--- src/rtl/rsa_display_pkg.sv ---
// Shared constants for the RSA front-panel display path: glyph codes, scanner states, anode level.
package rsa_display_pkg;

  localparam logic [3:0] DASH    = 4'hA;
  localparam logic [3:0] FOUND   = 4'hB;
  localparam logic [3:0] CRYPT   = 4'hC;
  localparam logic [3:0] KEY_N   = 4'hD;
  localparam logic [3:0] KEY_D   = 4'hE;
  localparam logic [3:0] UNCRYPT = 4'hF;

  localparam logic ANODE_OFF = 1'b1;

  typedef enum logic [1:0] {
    INIT  = 2'd0,
    BLANK = 2'd1,
    SHOW  = 2'd2
  } scanState_e;

endpackage

--- src/rtl/display_scanner.sv ---
// Multiplexes N packed digit codes onto one seven-segment decoder with a blanking gap per digit.
// Optional digit blinking is built only when SCANNER_BLINK_EN is defined.
module display_scanner
  import rsa_display_pkg::*;
#(
  parameter int unsigned N_DIGITS     = 8,
  parameter int unsigned DIG_TICKS    = 100000,
  parameter int unsigned BLANK_TICKS  = 1000,
  parameter int unsigned BLINK_FRAMES = 250
) (
  input  logic                  clk,
  input  logic                  rst,
  input  logic [4*N_DIGITS-1:0] digits,
  input  logic [N_DIGITS-1:0]   dp_mask,
  input  logic [N_DIGITS-1:0]   en_mask,
  input  logic [N_DIGITS-1:0]   blink_mask,
  output logic [3:0]            bcd,
  output logic                  dp,
  output logic [N_DIGITS-1:0]   anode,
  output logic                  frame_start
);

  localparam int unsigned MAX_TICKS = (DIG_TICKS > BLANK_TICKS) ? DIG_TICKS : BLANK_TICKS;
  localparam int unsigned CNT_W     = (MAX_TICKS > 1) ? $clog2(MAX_TICKS) : 1;
  localparam int unsigned IDX_W     = $clog2(N_DIGITS);

  scanState_e state;
  logic [IDX_W-1:0]      idx;
  logic [IDX_W-1:0]      idxNext;
  logic                  idxWrap;
  logic [CNT_W-1:0]      tickCnt;
  logic                  blankDone;
  logic                  showDone;
  logic [4*N_DIGITS-1:0] shDigits;
  logic [N_DIGITS-1:0]   shDp;
  logic [N_DIGITS-1:0]   shEn;
  logic                  digitLit;
  logic [N_DIGITS-1:0]   showAnode;

`ifdef SCANNER_BLINK_EN
  localparam int unsigned FC_W = $clog2(BLINK_FRAMES + 1);

  logic [N_DIGITS-1:0] shBlink;
  logic                blinkPhase;
  logic                phaseNext;
  logic                phaseWrap;
  logic [FC_W-1:0]     frameCnt;

  // Phase flips as the frame after every BLINK_FRAMES frames begins, so a frame is never split.
  always_comb begin
    phaseWrap = (idx == '0) && (frameCnt == FC_W'(BLINK_FRAMES));
    phaseNext = phaseWrap ? ~blinkPhase : blinkPhase;
  end
`else
  logic unusedBlink;
  assign unusedBlink = ^{blink_mask, 32'(BLINK_FRAMES)};
`endif

  always_comb begin
    blankDone = (tickCnt == CNT_W'(BLANK_TICKS - 1));
    showDone  = (tickCnt == CNT_W'(DIG_TICKS - 1));
    idxWrap   = (idx == IDX_W'(N_DIGITS - 1));
    idxNext   = idxWrap ? '0 : idx + IDX_W'(1);
  end

  // Anode pattern loaded on BLANK->SHOW; a dark digit still occupies its slot.
  always_comb begin
    digitLit = shEn[idx];
`ifdef SCANNER_BLINK_EN
    if (phaseNext && shBlink[idx]) digitLit = 1'b0;
`endif
    showAnode = {N_DIGITS{ANODE_OFF}};
    if (digitLit) showAnode[idx] = ~ANODE_OFF;
  end

  always_ff @(posedge clk) begin
    if (rst) begin
      state       <= INIT;
      idx         <= '0;
      tickCnt     <= '0;
      shDigits    <= '0;
      shDp        <= '0;
      shEn        <= '0;
      bcd         <= 4'h0;
      dp          <= 1'b1;
      anode       <= {N_DIGITS{ANODE_OFF}};
      frame_start <= 1'b0;
`ifdef SCANNER_BLINK_EN
      shBlink     <= '0;
      blinkPhase  <= 1'b0;
      frameCnt    <= '0;
`endif
    end else begin
      frame_start <= 1'b0;
      case (state)
        INIT: begin
          shDigits <= digits;
          shDp     <= dp_mask;
          shEn     <= en_mask;
`ifdef SCANNER_BLINK_EN
          shBlink  <= blink_mask;
`endif
          bcd      <= digits[3:0];
          dp       <= ~dp_mask[0];
          tickCnt  <= '0;
          state    <= BLANK;
        end
        BLANK: begin
          if (blankDone) begin
            tickCnt     <= '0;
            anode       <= showAnode;
            frame_start <= (idx == '0);
            state       <= SHOW;
`ifdef SCANNER_BLINK_EN
            if (idx == '0) begin
              blinkPhase <= phaseNext;
              frameCnt   <= phaseWrap ? FC_W'(1) : frameCnt + FC_W'(1);
            end
`endif
          end else begin
            tickCnt <= tickCnt + CNT_W'(1);
          end
        end
        SHOW: begin
          if (showDone) begin
            tickCnt <= '0;
            anode   <= {N_DIGITS{ANODE_OFF}};
            idx     <= idxNext;
            state   <= BLANK;
            // Wrap takes a fresh snapshot so the next frame is never torn.
            if (idxWrap) begin
              shDigits <= digits;
              shDp     <= dp_mask;
              shEn     <= en_mask;
`ifdef SCANNER_BLINK_EN
              shBlink  <= blink_mask;
`endif
              bcd      <= digits[3:0];
              dp       <= ~dp_mask[0];
            end else begin
              bcd      <= shDigits[{idxNext, 2'b00} +: 4];
              dp       <= ~shDp[idxNext];
            end
          end else begin
            tickCnt <= tickCnt + CNT_W'(1);
          end
        end
        default: state <= INIT;
      endcase
    end
  end

endmodule

--- config.mk ---
export PLATFORM = sky130hd
export DESIGN_NAME = display_scanner
export DESIGN_NICKNAME = d
export VERILOG_FILES = /design/src/rtl/rsa_display_pkg.sv /design/src/rtl/display_scanner.sv
export SDC_FILE = /design/constraint.sdc
export NUM_CORES = 1
export LEC_CHECK = 0
export CAP_MARGIN = 20
export CORE_MARGIN = 2
export CORE_UTILIZATION = 40
export CTS_BUF_LIST = sky130_fd_sc_hd__clkbuf_8
export CTS_CLUSTER_SIZE = 20
export DETAILED_ROUTE_END_ITERATION = 7
export PLACE_DENSITY = 0.69
export SKIP_LAST_GASP = 1
export SLEW_MARGIN = 30
export SYNTH_ARGS = -nofsm -noshare
export SYNTH_HDL_FRONTEND = slang
export SYNTH_SLANG_ARGS = --single-unit
export TNS_END_PERCENT = 50
--- constraint.sdc ---
create_clock -name clk -period 5.15 [get_ports clk]
set_input_delay 0.7725 -clock clk [delete_from_list [all_inputs] [get_ports clk]]
set_output_delay 0.7725 -clock clk [all_outputs]
set_load 0.005 [all_outputs]
* Yosys cells after proc, flatten, opt, wreduce, memory -nomap -nowiden
Index checks and enable logic that the tools add are counted.
** Word-level totals
- Word-level logic and storage cells :: 73
- Register bits after elaboration :: 84
- Output and inout port bits :: 14
- Input port bits :: 58
** Operators by class
- Muxes and demuxes :: 32
- Bitwise operators :: 5
- Magnitude comparators :: 3
- Add/sub/neg operators :: 2
- Reduce and logical (&&, ||, !) cells :: 12
- Equality and inequality tests :: 8
- Shift operators :: 1
** Operators with widths (count)
- $mux 32 :: 2
- $pmux 32 s2 :: 1
- $mux 8 :: 7
- $pmux 17 s3 :: 1
- $pmux 8 s2 :: 3
- $mux 17 :: 2
- $shiftx 32x6->4 :: 1
- $add 17x1->17 const B :: 1
- $eq 17x10->1 const B :: 1
- $eq 17x17->1 const B :: 1
- $lt 3x4->1 const B :: 2
- $mux 4 :: 2
- $not 8->8 :: 1
- $pmux 4 s2 :: 1
- $bmux 1 s3 :: 2
- $ne 2x2->1 const B :: 3
- $pmux 2 s3 :: 1
- $reduce_and 2->1 :: 3
- $reduce_and 3->1 :: 2
- $mux 1 :: 5
- $mux 2 :: 2
- $not 1->1 :: 4
- $reduce_bool 2->1 :: 2
- $add 3x1->3 const B :: 1
- other kinds (12) :: 12

* Logic depth before layout (Yosys ltp)
- Depth in word-level cells :: 8
- Mapped depth :: 10
- Mapped depth without buffers :: 7

* Least setup slack after synthesis
OpenSTA, ideal clock, no wires.
- Path type :: flip-flop to flip-flop
- Start :: register tickCnt[4]
- End :: register tickCnt[4]
- Setup slack :: 2.820 ns
- Period minus slack after synthesis :: 2.330 ns
- Data required time :: 5.033 ns
- Buffers on the path :: 3
- Cell stages (with the launch flop) :: 8
- Data arrival time :: 2.213 ns
- Library setup time :: 0.117 ns
- Path through :: dfxtp_1 > clkbuf_1 > or4b_2 > o41ai_2 > a21oi_1 > buf_2 > buf_2 > a22o_1
** Between the ends
- Word-level cells in the longest chain between the ends :: 3
- Elaborated cells between the ends (all ways) :: 6
- Those cells by class :: add/sub: 1; eq/ne: 2; mux: 3
** Ends and longest elaborated chain
- from (decl) :: RTL line display_scanner.sv:31 : logic [CNT_W-1:0] tickCnt;
- from (signal assigned) :: RTL line display_scanner.sv:121 : tickCnt <= tickCnt + CNT_W'(1);
- from (signal assigned) :: RTL line display_scanner.sv:145 : tickCnt <= tickCnt + CNT_W'(1);
- $add 17x1->17, or another cell as far along :: RTL line display_scanner.sv:121, display_scanner.sv:145
- $mux 17 (on tied branches) :: RTL line display_scanner.sv:125, display_scanner.sv:109
- $pmux 17 s3 * :: RTL line display_scanner.sv:95 : case (state)
Every way passes the cells marked *; elsewhere a longest branch is shown, timed or not.
A chain may end at the register's enable or synchronous reset.

* Final worst setup path
- Start :: register idx[0]
- End :: register dp
** Between the ends
- Word-level cells in the longest chain between the ends :: 8
- Elaborated cells between the ends (all ways) :: 9
- Those cells by class :: add/sub: 1; eq/ne: 1; mux: 6; bitwise: 1
** Ends and longest elaborated chain
- from (decl) :: RTL line display_scanner.sv:28 : logic [IDX_W-1:0] idx;
- from (signal assigned) :: RTL line display_scanner.sv:128 : idx <= idxNext;
- $add 3x1->3 or $eq 3x3->1 (tied branches) :: RTL line display_scanner.sv:63, display_scanner.sv:62
- $mux 3 :: RTL line display_scanner.sv:63 : idxNext = idxWrap ? '0 : idx + IDX_W'(1);
- $bmux 1 s3 :: RTL line display_scanner.sv:142 : dp <= ~shDp[idxNext];
- $mux 1 (implied by the code) :: RTL line display_scanner.sv:142
- $not 1->1 :: RTL line display_scanner.sv:142
- $mux 1 * :: RTL line display_scanner.sv:131 : if (idxWrap) begin
- $mux 1 * :: RTL line display_scanner.sv:125 : if (showDone) begin
- $pmux 1 s2 * :: RTL line display_scanner.sv:95
- to (signal assigned) :: RTL line display_scanner.sv:104 : dp <= ~dp_mask[0];
- to (signal assigned) :: RTL line display_scanner.sv:139 : dp <= ~dp_mask[0];
- to (signal assigned) :: RTL line display_scanner.sv:142
- to (decl) :: RTL line display_scanner.sv:18 : output logic dp,
Every way passes the cells marked *; elsewhere a longest branch is shown, timed or not. The select of a mux whose other input is x is not followed.

==> run_results.csv <==
group,metric,value,unit
grt,grt.overflow.total,0,
detailed_routing,wl_per_cell,14.2,um
place,dp.final_hpwl,6.64,mm
clock_tree,cts_sinks,84,
critical_path,crit_slowest_cell,"ha_1",
yosys,syn_nets,548,
yosys,syn_area,3920,sq um
clock_tree,hold_buffers,0,
power,power_density,426,nW/um^2
critical_path,cpLargestDelayFamily,"adder cells",
clock_tree,htree_levels,3,
detailed_routing,via_per_inst,5.34,
grt,grt_pass1_wl,15.9,mm
power,peakVddDrop,243,uV
clock_tree,postCtsSetupBuffers,0,
sta,rsz0062_at_grt,"false",
clock_tree,clk_latency,370,ps
floorplanning,fp-row-count,36,
yosys,yosysMostFrequentCell,"nand2_1",
run_status,outcome,"finished, final reports clean",
final_layout,n_antenna_cell,0,
min_path,hold_depth,2,
final_layout,finalNonFillerCells,668,
clock_tree,cts_tree,"yes",
sta,skew,10.7,ps
floorplanning,start_util,40.7,%
sta,setup-tns-final,0,ps
yosys,synth_common_cells,"nand2_1 (123), dfxtp_1 (84), a21oi_1 (58), nor2_1 (23), clkbuf_1 (18)",
floorplanning,pin_count,72,
place,dpl.cell_count,652,
floorplanning,coreArea,9640,sq um
critical_path,worst_path_largest_cell_delay,590,ps
place,port_buffers,63,
floorplanning,design.die.area,10600,sq um
place,globalplace.congestion,0.824,
sta,max_slew_margin,52.5,%
sta,min_period_over_period,52.8,%
critical_path,crit_type,"reg2reg",
yosys,synth_ff_type,"dfxtp_1",
clock_tree,cts_buffers,9,
yosys,yosysWarnings,0,
sta,holdWs,453,ps
critical_path,crit_path_start_kind,"register",
sta,hold_viol,0,
final_layout,drive_gt1_share,7.10,%
yosys,synth_cell_types,50,
detailed_routing,drcViolationCount,0,
place,place_area,4620,sq um
critical_path,cpMostUsedCell,"ha_1",
final_layout,area_growth,23.8,%
final_layout,finalInstanceArea,4850,sq um
grt,track_usage,19.1,%
critical_path,path_depth,7,
yosys,yosysTopAreaCell,"dfxtp_1",
yosys,synth-edff-count,0,
yosys,syn_avg_cell_area,8.15,sq um
grt,first_global_vias,3441,
sta,max_freq,368,MHz
floorplanning,die_h,103,um
critical_path,critical_path.max_fanout,16,
critical_path,endpoint_kind,"register",
yosys,synth_area_leaders,"dfxtp_1 (43%), nand2_1 (12%), a21oi_1 (7.4%)",
detailed_routing,routed_wl,9.49,mm
grt,grt_max_degree,49,
yosys,async_reset_ff_share,0,%
yosys,yosysTopAreaCellShare,42.9,%
sta,setup-violations-final,0,
critical_path,critPathBufInv,1,
detailed_routing,drt_iter0_drc,148,
yosys,seq_area_frac_synth,42.9,%
clock_tree,clockBufferDepth,2,
critical_path,arrival,2970,ps
floorplanning,die_w,103,um
power,leakage,1.77,nW
grt,antenna_found_initial,0,
flow_run,maxCapViolCount,0,
critical_path,reg2reg_depth,7,
critical_path,required,5400,ps
yosys,syn_inst,481,
final_layout,final_nets,597,
sta,drv_slew,0,
detailed_routing,vias,3566,
clock_tree,clk_pin_slew,90,ps
clock_tree,root_buffer,"clkbuf_8",
yosys,synth.ff_latch_count,84,
detailed_routing,drtAntennaViolNets,0,
power,p_total,0.00207,W
critical_path,cp_cell_sequence,"ha_1, ha_1, inv_1, nand2_1, a221oi_1, a2111oi_0, o31ai_1",
sta,min_period,2720,ps
clock_tree,cts_resized,0,
sta,worst_pin_slew,708,ps
detailed_routing,firstDrtPassIters,4,
min_path,hold_class,"reg2reg",
==> final timing paths <==
| kind | startpoint | slack, ps | to |
|---|---|---|---|
| worst min register to register | shDigits[29] | 450 | shDigits[29] |
| worst max-delay path | idx[0] | 2430 | dp |
| worst min-delay path | shDigits[29] | 450 | shDigits[29] |
| worst max register to register | idx[0] | 2430 | dp |
==> cells by family after synthesis <==
family	synth area share, %
xor+xnor	0.671
simple gates	25.5
fa+ha+maj	2.87
flops	42.9
compound gates	18.3
mux	5.40
buf+inv	4.41
==> sequential cells by signal, indices dropped and copies added, names as in the netlist <==
| name | cells |
|---|---|
| shDigits | 32 |
| tickCnt | 17 |
| anode | 8 |
| shDp | 8 |
| shEn | 8 |
| bcd | 4 |
| idx | 3 |
| state | 2 |
| dp | 1 |
| frame_start | 1 |
==> power breakdown <==
group / internal [W] / leakage (nW) / switching (W)
Clock: 0.000286 / 0.110 / 0.000246
Combinational: 0.000268 / 0.969 / 0.000397
Sequential: 0.000792 / 0.689 / 0.0000774
==> final cells by class <==
type,count,area [sq um]
Clock buffer,10,138
Clock inverter,6,87.6
Fill cell,970,4790
Inverter,9,33.8
Multi-Input combinational cell,358,2080
Sequential cell,84,1680
Tap cell,133,166
Timing Repair Buffer,68,663
==> through the flow <==
stage / utilization, % / setup slack [ps]
6_report: 50.3 / 2430
3_3_place_gp: 48.0 / 2520
2_1_floorplan: - / 2820
4_1_cts: 50.3 / 2430
3_5_place_dp: 48.0 / 2440
5_1_grt: 50.3 / 2180
==> cell usage in the layout (no fill, tap or decap), types with 4 or more instances in the layout <==
master | netlist | layout
dfxtp_1 | 84 | 84
ha_1 | 9 | 9
a31oi_1 | 10 | 9
nor2_1 | 23 | 23
clkdlybuf4s50_1 | 0 | 62
nand4_1 | 5 | 5
o22a_1 | 4 | 4
clkbuf_8 | 0 | 10
o32ai_1 | 8 | 8
buf_4 | 1 | 5
nand3b_1 | 8 | 8
nand2b_1 | 6 | 6
nor4_1 | 4 | 4
mux2_2 | 9 | 9
mux2i_1 | 11 | 11
a21oi_1 | 58 | 58
nand2_1 | 123 | 123
o21ai_0 | 15 | 15
o211ai_1 | 4 | 4
and4_1 | 7 | 7
nand3_1 | 12 | 12
nor2b_1 | 4 | 4
inv_1 | 9 | 10
nor3_1 | 6 | 6
==> worst reg2reg max path: stages, from the launching register on <==
cell       delay (ps)
dfxtp_1           550
ha_1              210
ha_1              590
inv_1             210
nand2_1           380
a221oi_1          150
a2111oi_0         400
o31ai_1           100
==> metal layers <==
layer  up-vias  part of all wire (%)  track usage, %
li1       1794                     -               -
met5         -                     0               0
met1      1660                    44            23.2
met2        98                    47            32.5
met4         0                   1.9            8.50
met3        14                   6.6            4.07
Note: power is estimated with default switching activity, not from simulation.
